**src/rtl/nec_ir_frame_decoder_pkg.sv**
```systemverilog
// nec_ir_frame_decoder_pkg: state encoding, tick windows and frame byte offsets for the NEC decoder
package nec_ir_frame_decoder_pkg;
  typedef enum logic [2:0] {
    IDLE,
    LEAD_MARK,
    LEAD_SPACE,
    BIT_MARK,
    BIT_SPACE,
    STOP_MARK,
    REPEAT_MARK
  } state_t;
  localparam int LEAD_MARK_MIN = 108;
  localparam int LEAD_MARK_MAX = 148;
  localparam int LEAD_SPACE_MIN = 54;
  localparam int LEAD_SPACE_MAX = 74;
  localparam int REPEAT_SPACE_MIN = 27;
  localparam int REPEAT_SPACE_MAX = 37;
  localparam int MARK_MIN = 5;
  localparam int MARK_MAX = 11;
  localparam int ZERO_SPACE_MIN = 5;
  localparam int ZERO_SPACE_MAX = 11;
  localparam int ONE_SPACE_MIN = 18;
  localparam int ONE_SPACE_MAX = 30;
  localparam int ADDR_LO_OFS = 0;
  localparam int ADDR_HI_OFS = 8;
  localparam int CMD_OFS = 16;
  localparam int CMD_INV_OFS = 24;
  function automatic logic in_win(input int v, input int lo, input int hi);
    return v >= lo && v <= hi;
  endfunction
endpackage

```
**src/rtl/nec_ir_frame_decoder_tick_filter.sv**
```systemverilog
// nec_ir_frame_decoder_tick_filter: synchronizer, tick prescaler and glitch filter producing level/edge
module nec_ir_frame_decoder_tick_filter #(
  parameter int DIV_W = 16,
  parameter int FILT_LEN = 2
) (
  input  logic             clk,
  input  logic             rst,
  input  logic [DIV_W-1:0] div,
  input  logic             pol,
  input  logic             ir_in,
  output logic             tick,
  output logic             level,
  output logic             fedge
);
  localparam int FW = $clog2(FILT_LEN + 1);
  logic [1:0] sync;
  logic [DIV_W-1:0] pcnt;
  logic [FW-1:0] fcnt;
  logic mark, wrap;
  assign mark = sync[1] ^ ~pol;
  assign wrap = pcnt >= div;
  always_ff @(posedge clk) sync <= {sync[0], ir_in};
  always_ff @(posedge clk) begin
    if (rst) begin
      pcnt <= '0;
      fcnt <= '0;
      tick <= 1'b0;
      level <= 1'b0;
      fedge <= 1'b0;
    end else begin
      pcnt <= wrap ? '0 : pcnt + 1'b1;
      tick <= wrap;
      fedge <= 1'b0;
      if (wrap) begin
        if (mark == level) fcnt <= '0;
        else if (fcnt == FW'(FILT_LEN - 1)) begin
          level <= mark;
          fedge <= 1'b1;
          fcnt <= '0;
        end else fcnt <= fcnt + 1'b1;
      end
    end
  end
endmodule

```
**src/rtl/nec_ir_frame_decoder.sv**
```systemverilog
// nec_ir_frame_decoder: NEC IR decoder measuring filtered segments and strobing frame/repeat/error
module nec_ir_frame_decoder
  import nec_ir_frame_decoder_pkg::*;
#(
  parameter int CNT_W = 8,
  parameter int FILT_LEN = 2,
  parameter int DIV_W = 16
) (
  input  logic             wb_clk_i,
  input  logic             wb_rst_i,
  input  logic             en,
  input  logic [DIV_W-1:0] cfg_tick_div,
  input  logic             cfg_polarity,
  input  logic             cfg_strict_addr,
  input  logic             ir_in,
  output logic             frame_valid,
  output logic             repeat_valid,
  output logic             frame_error,
  output logic [15:0]      addr,
  output logic [7:0]       cmd
);
  logic [DIV_W-1:0] div_q;
  logic pol_q, strict_q, tick, level, fedge, last_ok;
  state_t state;
  logic [CNT_W-1:0] seg;
  logic [4:0] idx;
  logic [31:0] frame;
  logic [7:0] b0, b1, b2, b3;
  logic sat, lm_ok, ls_ok, rs_ok, mk_ok, sp_ok, os_ok, good;
  assign b0 = frame[ADDR_LO_OFS +: 8];
  assign b1 = frame[ADDR_HI_OFS +: 8];
  assign b2 = frame[CMD_OFS +: 8];
  assign b3 = frame[CMD_INV_OFS +: 8];
  assign sat = &seg;
  assign lm_ok = in_win(int'(seg), LEAD_MARK_MIN, LEAD_MARK_MAX);
  assign ls_ok = in_win(int'(seg), LEAD_SPACE_MIN, LEAD_SPACE_MAX);
  assign rs_ok = in_win(int'(seg), REPEAT_SPACE_MIN, REPEAT_SPACE_MAX);
  assign mk_ok = in_win(int'(seg), MARK_MIN, MARK_MAX);
  assign os_ok = in_win(int'(seg), ONE_SPACE_MIN, ONE_SPACE_MAX);
  assign sp_ok = os_ok || in_win(int'(seg), ZERO_SPACE_MIN, ZERO_SPACE_MAX);
  assign good = mk_ok && b3 == ~b2 && (!strict_q || b1 == ~b0);
  nec_ir_frame_decoder_tick_filter #(
    .DIV_W(DIV_W),
    .FILT_LEN(FILT_LEN)
  ) u_filt (
    .clk(wb_clk_i),
    .rst(wb_rst_i || !en),
    .div(div_q),
    .pol(pol_q),
    .ir_in(ir_in),
    .tick(tick),
    .level(level),
    .fedge(fedge)
  );
  always_ff @(posedge wb_clk_i) begin
    if (wb_rst_i || !en) begin
      state <= IDLE;
      seg <= '0;
      idx <= '0;
      frame <= '0;
      last_ok <= 1'b0;
      frame_valid <= 1'b0;
      repeat_valid <= 1'b0;
      frame_error <= 1'b0;
      div_q <= cfg_tick_div;
      pol_q <= cfg_polarity;
      strict_q <= cfg_strict_addr;
      if (wb_rst_i) begin
        addr <= '0;
        cmd <= '0;
      end
    end else begin
      frame_valid <= 1'b0;
      repeat_valid <= 1'b0;
      frame_error <= 1'b0;
      if (state == IDLE) begin
        div_q <= cfg_tick_div;
        pol_q <= cfg_polarity;
        strict_q <= cfg_strict_addr;
      end
      if (fedge) seg <= '0;
      else if (tick && !sat) seg <= seg + 1'b1;
      if (fedge) begin
        case (state)
          IDLE: state <= level ? LEAD_MARK : IDLE;
          LEAD_MARK: begin
            state <= lm_ok ? LEAD_SPACE : IDLE;
            frame_error <= !lm_ok;
            last_ok <= last_ok && lm_ok;
          end
          LEAD_SPACE: begin
            state <= ls_ok ? BIT_MARK : rs_ok ? REPEAT_MARK : IDLE;
            idx <= '0;
            frame_error <= !(ls_ok || rs_ok);
            last_ok <= last_ok && (ls_ok || rs_ok);
          end
          BIT_MARK: begin
            state <= mk_ok ? BIT_SPACE : IDLE;
            frame_error <= !mk_ok;
            last_ok <= last_ok && mk_ok;
          end
          BIT_SPACE: begin
            state <= !sp_ok ? IDLE : &idx ? STOP_MARK : BIT_MARK;
            frame[idx] <= os_ok;
            idx <= idx + 1'b1;
            frame_error <= !sp_ok;
            last_ok <= last_ok && sp_ok;
          end
          STOP_MARK: begin
            state <= IDLE;
            frame_valid <= good;
            frame_error <= !good;
            last_ok <= good;
            if (good) begin
              addr <= strict_q ? {8'h00, b0} : {b1, b0};
              cmd <= b2;
            end
          end
          REPEAT_MARK: begin
            state <= IDLE;
            repeat_valid <= mk_ok && last_ok;
            frame_error <= !mk_ok;
            last_ok <= last_ok && mk_ok;
          end
          default: state <= IDLE;
        endcase
      end else if (sat && state != IDLE) begin
        state <= IDLE;
        frame_error <= 1'b1;
        last_ok <= 1'b0;
      end
    end
  end
endmodule
```
**config.mk**
```make
export PLATFORM = sky130hd
export DESIGN_NAME = nec_ir_frame_decoder
export DESIGN_NICKNAME = d
export VERILOG_FILES = /design/src/rtl/nec_ir_frame_decoder_pkg.sv /design/src/rtl/nec_ir_frame_decoder_tick_filter.sv /design/src/rtl/nec_ir_frame_decoder.sv
export SDC_FILE = /design/constraint.sdc
export NUM_CORES = 1
export LEC_CHECK = 0
export ABC_AREA = 1
export BUFFER_PORTS_ARGS = -buffer_cell sky130_fd_sc_hd__buf_2
export CAP_MARGIN = 25
export CORE_MARGIN = 2
export CORE_UTILIZATION = 49
export DETAILED_ROUTE_END_ITERATION = 12
export GPL_TIMING_DRIVEN = 1
export PLACE_DENSITY_LB_ADDON = 0.15
export SYNTH_ARGS = -nofsm -noshare
export SYNTH_HDL_FRONTEND = slang
export SYNTH_SLANG_ARGS = --single-unit
```
**constraint.sdc**
```tcl
create_clock -name wb_clk_i -period 8.8 [get_ports wb_clk_i]
set_input_delay 0.44 -clock wb_clk_i [delete_from_list [all_inputs] [get_ports wb_clk_i]]
set_output_delay 0.44 -clock wb_clk_i [all_outputs]
set_load 0.1 [all_outputs]
```
Word level (Yosys, flattened, before mapping)
Index checks and enable logic that the tools add are counted.

Memories kept: 0. Output and inout port bits: 27. Memory bits (read-only): 0. Bits in writable memories: 0. Register bits: 117. Latch bits: 0.

Add/sub/neg operators: 4. Shift-type cells: 0. Divide/modulo/power cells: 0. Reduce and logical (&&, ||, !) cells: 47. Multipliers: 0. Eq/ne operators: 12. Muxes and demuxes: 40. Order comparisons: 13. Bitwise logic cells: 9.

Operators by type and width (number): $mux 16 (8); $mux 8 (5); $bwmux 32 (1); $mux 3 (7); $add 16x1->16 const B (1); $eq 8x8->1 (2); $ge 16x16->1 (1); $ge 8x5->1 const B (2); $not 8->8 (2); $pmux 3 s5 (1); $logic_and 1x1->1 (14); $reduce_bool 2->1 (6); $mux 1 (11); $pmux 1 s5 (2); $pmux 5 s2 (1); $eq 3x3->1 const B (3); $reduce_or 3->1 (3); $add 8x1->8 const B (1); $ge 8x3->1 const B (1); $ge 8x6->1 const B (1); $ge 8x7->1 const B (1); $le 8x4->1 const B (1); $le 8x5->1 const B (1); $le 8x6->1 const B (1); other kinds (26) (48).

Logic depth before layout (Yosys ltp)
Depth after elaboration: 8. Gate-level depth with buffers: 13.

Hierarchy
A second synthesis with hierarchy kept.

Cell total of the unflattened synthesis: 740. Area, all modules: 5869.4 um^2.

By module, submodules not included: nec_ir_frame_decoder (times used 1, cells an instance 555, sequential area each 2302.2 um^2, area each 4474.3 um^2); nec_ir_frame_decoder_tick_filter (times used 1, cells an instance 185, sequential area each 460.4 um^2, area each 1395.1 um^2).

Worst setup path after synthesis
OpenSTA, ideal clock, no wires.

Path type: register to register. Start: reg seg[0]. End: reg addr[0], enable pin. Clock period less this slack: 3.505 ns. Cell stages (with the launch flop): 10. Setup time: 0.442 ns. Setup slack: 5.295 ns. Arrival time: 3.063 ns. Cells stage by stage: dfxtp_1 inv_1 ha_1 nor2_1 nor2_1 nand2_1 nand3_2 nor2_1 nand2_1 o31ai_1.

Cells in the longest elaborated chain, start to end: 6.

RTL lines: start, declared (line nec_ir_frame_decoder.sv:25) `logic [CNT_W-1:0] seg;`; start signal, assigned (line nec_ir_frame_decoder.sv:82) `else if (tick && !sat) seg <= seg + 1'b1;`; $ge 8x3->1 or $le 8x4->1 (tied branches) (line nec_ir_frame_decoder_pkg.sv:29) `return v >= lo && v <= hi;`; $logic_and 1x1->1 (*) (line nec_ir_frame_decoder_pkg.sv:29); $logic_and 1x1->1 (*) (2 in series) (line nec_ir_frame_decoder.sv:41) `assign good = mk_ok && b3 == ~b2 && (!strict_q || b1 == ~b0);`; $reduce_bool 2->1 (no source line) (*); $reduce_and 4->1 (no source line) (*); end signal, assigned (line nec_ir_frame_decoder.sv:115) `addr <= strict_q ? {8'h00, b0} : {b1, b0};`; end, declared (line nec_ir_frame_decoder.sv:19) `output logic [15:0] addr,`.

Mark *: on every way between the ends. The rest lies on a longest branch, timed or not. A chain may end at the register's enable or synchronous reset.

Final worst setup path
Start: reg seg[0]. End: reg addr[3], enable pin.

The elaborated chain is that of the path after synthesis.

==> impl_metrics.yaml <==
run_status:
  outcome: "completed"
power:
  power_density_nw_per_um2: 201.0
  clock_power_share_pct: 53.2
  p_seq_share_pct: 42.3
  p_int_mw: 1.053
  combPwrFrac_pct: 4.5
  p_leak_nw: 2.714
  power_switching_mw: 0.2968
  vdd_ir_drop_max_v: 0.0001669
  swShare_pct: 21.98
floorplan:
  num_io_pins: 49
  dieHeight_um: 111.9
  coreArea_um2: 11370
  initial_core_util_pct: 50.15
  die_w_um: 111.9
  fp-row-count: 39
  dieArea_um2: 12510
route:
  drtIter0Drc: 299
  viasPerCell: 5.106
  drtAntennaViolNets: 0
  routed_wl_mm: 12.54
  first_pass_iters: 5
  wire_per_inst_um: 13.48
  drcViolationCount: 0
  vias: 4749
critical_path:
  r2r-start: "seg[0]"
  start_kind: "flop"
  required_ps: 8920
  critPathCaptureType: "flop"
  cp-startpoint: "seg[0]"
  crit_arrival_ps: 2510
  worstPathMaxFanout: 20
  timing.rr.end: "addr[3]"
  criticalPathCategory: "flop to flop"
  critPathCapture: "addr[3]"
  reg2reg_slack_ps: 6420
  reg2reg_depth: 10
yosys:
  synth_edf_count: 42
  synth_most_common_cell: "nand2_1"
  synth_nets: 766
  yosysSeqAreaShare_pct: 48.45
  yosysTopAreaCellShare_pct: 26.33
  synth.area.top_cells: "dfxtp_1 26%, edfxtp_1 22%, nand2_1 8.8%, nor2_1 7.2%, inv_1 6.5%"
  avgSynthCellArea_um2: 7.930
  ys_warn_count: 0
  yosysUniqueCellTypes: 39
  post-synth-top-area-cell: "dfxtp_1"
  syn_area_um2: 5702
  netlist_top_cells_count: "134 x nand2_1, 110 x nor2_1, 99 x inv_1, 75 x dfxtp_1, 56 x a21oi_1"
  ys.flop_type: "dfxtp_1"
  synthArstFlopShare_pct: 0
  synthCells: 719
  ys_ff_latch: 117
clocking:
  h-tree-depth: 4
  tritoncts: "done"
  cts_buffers: 17
  clk_pin_slew_ps: 50
  root_buffer: "clkbuf_16"
  cts_buffer_depth: 2
  clk_latency_ps: 420
  cts_sinks: 117
  ctsHoldBuffers: 0
  cts_setup_buffers: 0
  post_cts_resized: 0
flow_run:
  max_cap_violations: 0
layout:
  fin_nets: 821
  fin_cells: 930
  area_delta_synth_final_pct: 17.82
  antenna_cells: 0
  drive_gt1_share_pct: 14.87
global_routing:
  grt_pass1_wl_mm: 21.49
  antenna_found_initial: 0
  grt_max_degree: 37
  grt_usage_pct: 21.57
  grt_pass1_vias: 4685
  grt.overflow.total: 0
timing:
  finalHoldViolations: 0
  worst_pin_slew_ps: 876.4
  setup_violations: 0
  fmax_mhz: 419.3
  slew-limit-headroom_pct: 41.43
  fin_skew_ps: 7.231
  fin_setup_tns_ps: 0
  post-route-period-util_pct: 27.10
  drv_slew: 0
  rsz0062_at_grt: "no"
  finalCriticalPeriod_ps: 2385
hold_path:
  min_path_type: "input pin to flop"
placed_design:
  port_buffers: 48
  hpwlAfterDp_mm: 8.823
  place_inst: 898
  place_congestion: 0.8878
registers in the layout, summed over array words and instances (netlist names), 3 cells and up:
name / cells
u_filt.pcnt: 16
cmd: 8
seg: 8
frame: 32
div_q: 16
addr: 16
idx: 5
state: 3
stage by stage:
step / setup WS (ps) / utilization (%) / instance area [µm²] / hold slack, ps / power (mW)
after floorplan: 5295 / - / 5702 / 309.6 / 0.6276
after global placement: 6101 / 53.44 / 6076 / 315.6 / 0.6406
after detailed placement: 6427 / 53.68 / 6103 / 330.1 / 0.6431
after CTS: 6406 / 59.08 / 6718 / 124.4 / 1.360
after global routing: 6157 / 59.08 / 6718 / 122.3 / 1.390
final: 6415 / 59.08 / 6718 / 132.6 / 1.350
worst max-delay path, stage by stage (launching register included):
cell and delay (ps):
dfxtp_1 450, inv_1 90, ha_1 220, nor2_1 110
nor2_1 60, nand2_1 80, nand3_2 130, nor2_1 170
nand2_1 110, o31ai_4 430, buf_16 220
worst min-delay path by stage:
stage / startpoint / end / slack (ps) / cells after the start
3_3_place_gp: u_filt.sync[0] / u_filt.sync[1] / 320 / 0
2_1_floorplan: u_filt.sync[0] / u_filt.sync[1] / 310 / 0
6_report: ir_in / u_filt.sync[0] / 130 / 1
5_1_grt: ir_in / u_filt.sync[0] / 120 / 1
4_1_cts: ir_in / u_filt.sync[0] / 120 / 1
3_5_place_dp: u_filt.sync[0] / u_filt.sync[1] / 330 / 0
routing by layer:
metal	GRT usage [%]	vias up	share of wire (%)	routed length [µm]
met1	27.73	2163	46	5824
met2	34.67	113	47	5893
li1	-	2455	-	-
met4	9.465	0	1.7	214
met5	0	-	0	0
met3	5.335	18	4.8	607
cells in the final DEF, fill, tap and decap left out, drive strengths merged:
| cell | count |
|---|---|
| a211oi | 4 |
| a21boi | 1 |
| a21oi | 57 |
| a221oi | 1 |
| a311oi | 5 |
| a31oi | 2 |
| and3 | 2 |
| buf | 50 |
| bufinv | 4 |
| clkbuf | 19 |
| clkinv | 7 |
| clkinvlp | 2 |
| dfxtp | 75 |
| edfxtp | 42 |
| ha | 25 |
| inv | 115 |
| nand2 | 137 |
| nand3 | 34 |
| nand4 | 6 |
| nor2 | 118 |
| nor3 | 21 |
| nor3b | 6 |
| o21a | 1 |
| o21ai | 38 |
| o221ai | 1 |
| o31ai | 2 |
| or2 | 3 |
| xnor2 | 2 |
| xor2 | 7 |
final cells by class:
cell class	count	area, µm²
clock buffers	19	432.9
inverters	115	431.7
multi-input cells	473	2455
flip-flops and latches	117	2763
fillers	994	4652
repair buffers	50	275.3
clock inverters	13	181.4
well taps	143	178.9
power by group through the flow:
stage	clock network (mW)	logic, mW	registers (mW)
after global routing	0.754	0.0645	0.572
after global placement	0	0.0579	0.583
after floorplan	0	0.0162	0.611
after detailed placement	0	0.0604	0.583
final	0.718	0.0604	0.571
after CTS	0.728	0.0609	0.571
cell families (layout without fill, tap and decap cells):
| logic type | Yosys count | count (layout) | synth area share (%) |
|---|---|---|---|
| and+or+nand+nor | 327 | 327 | 25.19 |
| buffers and inverters | 129 | 197 | 8.734 |
| DFF | 117 | 117 | 48.45 |
| adders and majority gates | 25 | 25 | 5.486 |
| xor gates and xnor gates | 9 | 9 | 1.383 |
| AOI/OAI and AO/OA | 112 | 112 | 10.75 |
Note: power is estimated with default switching activity, not from simulation.
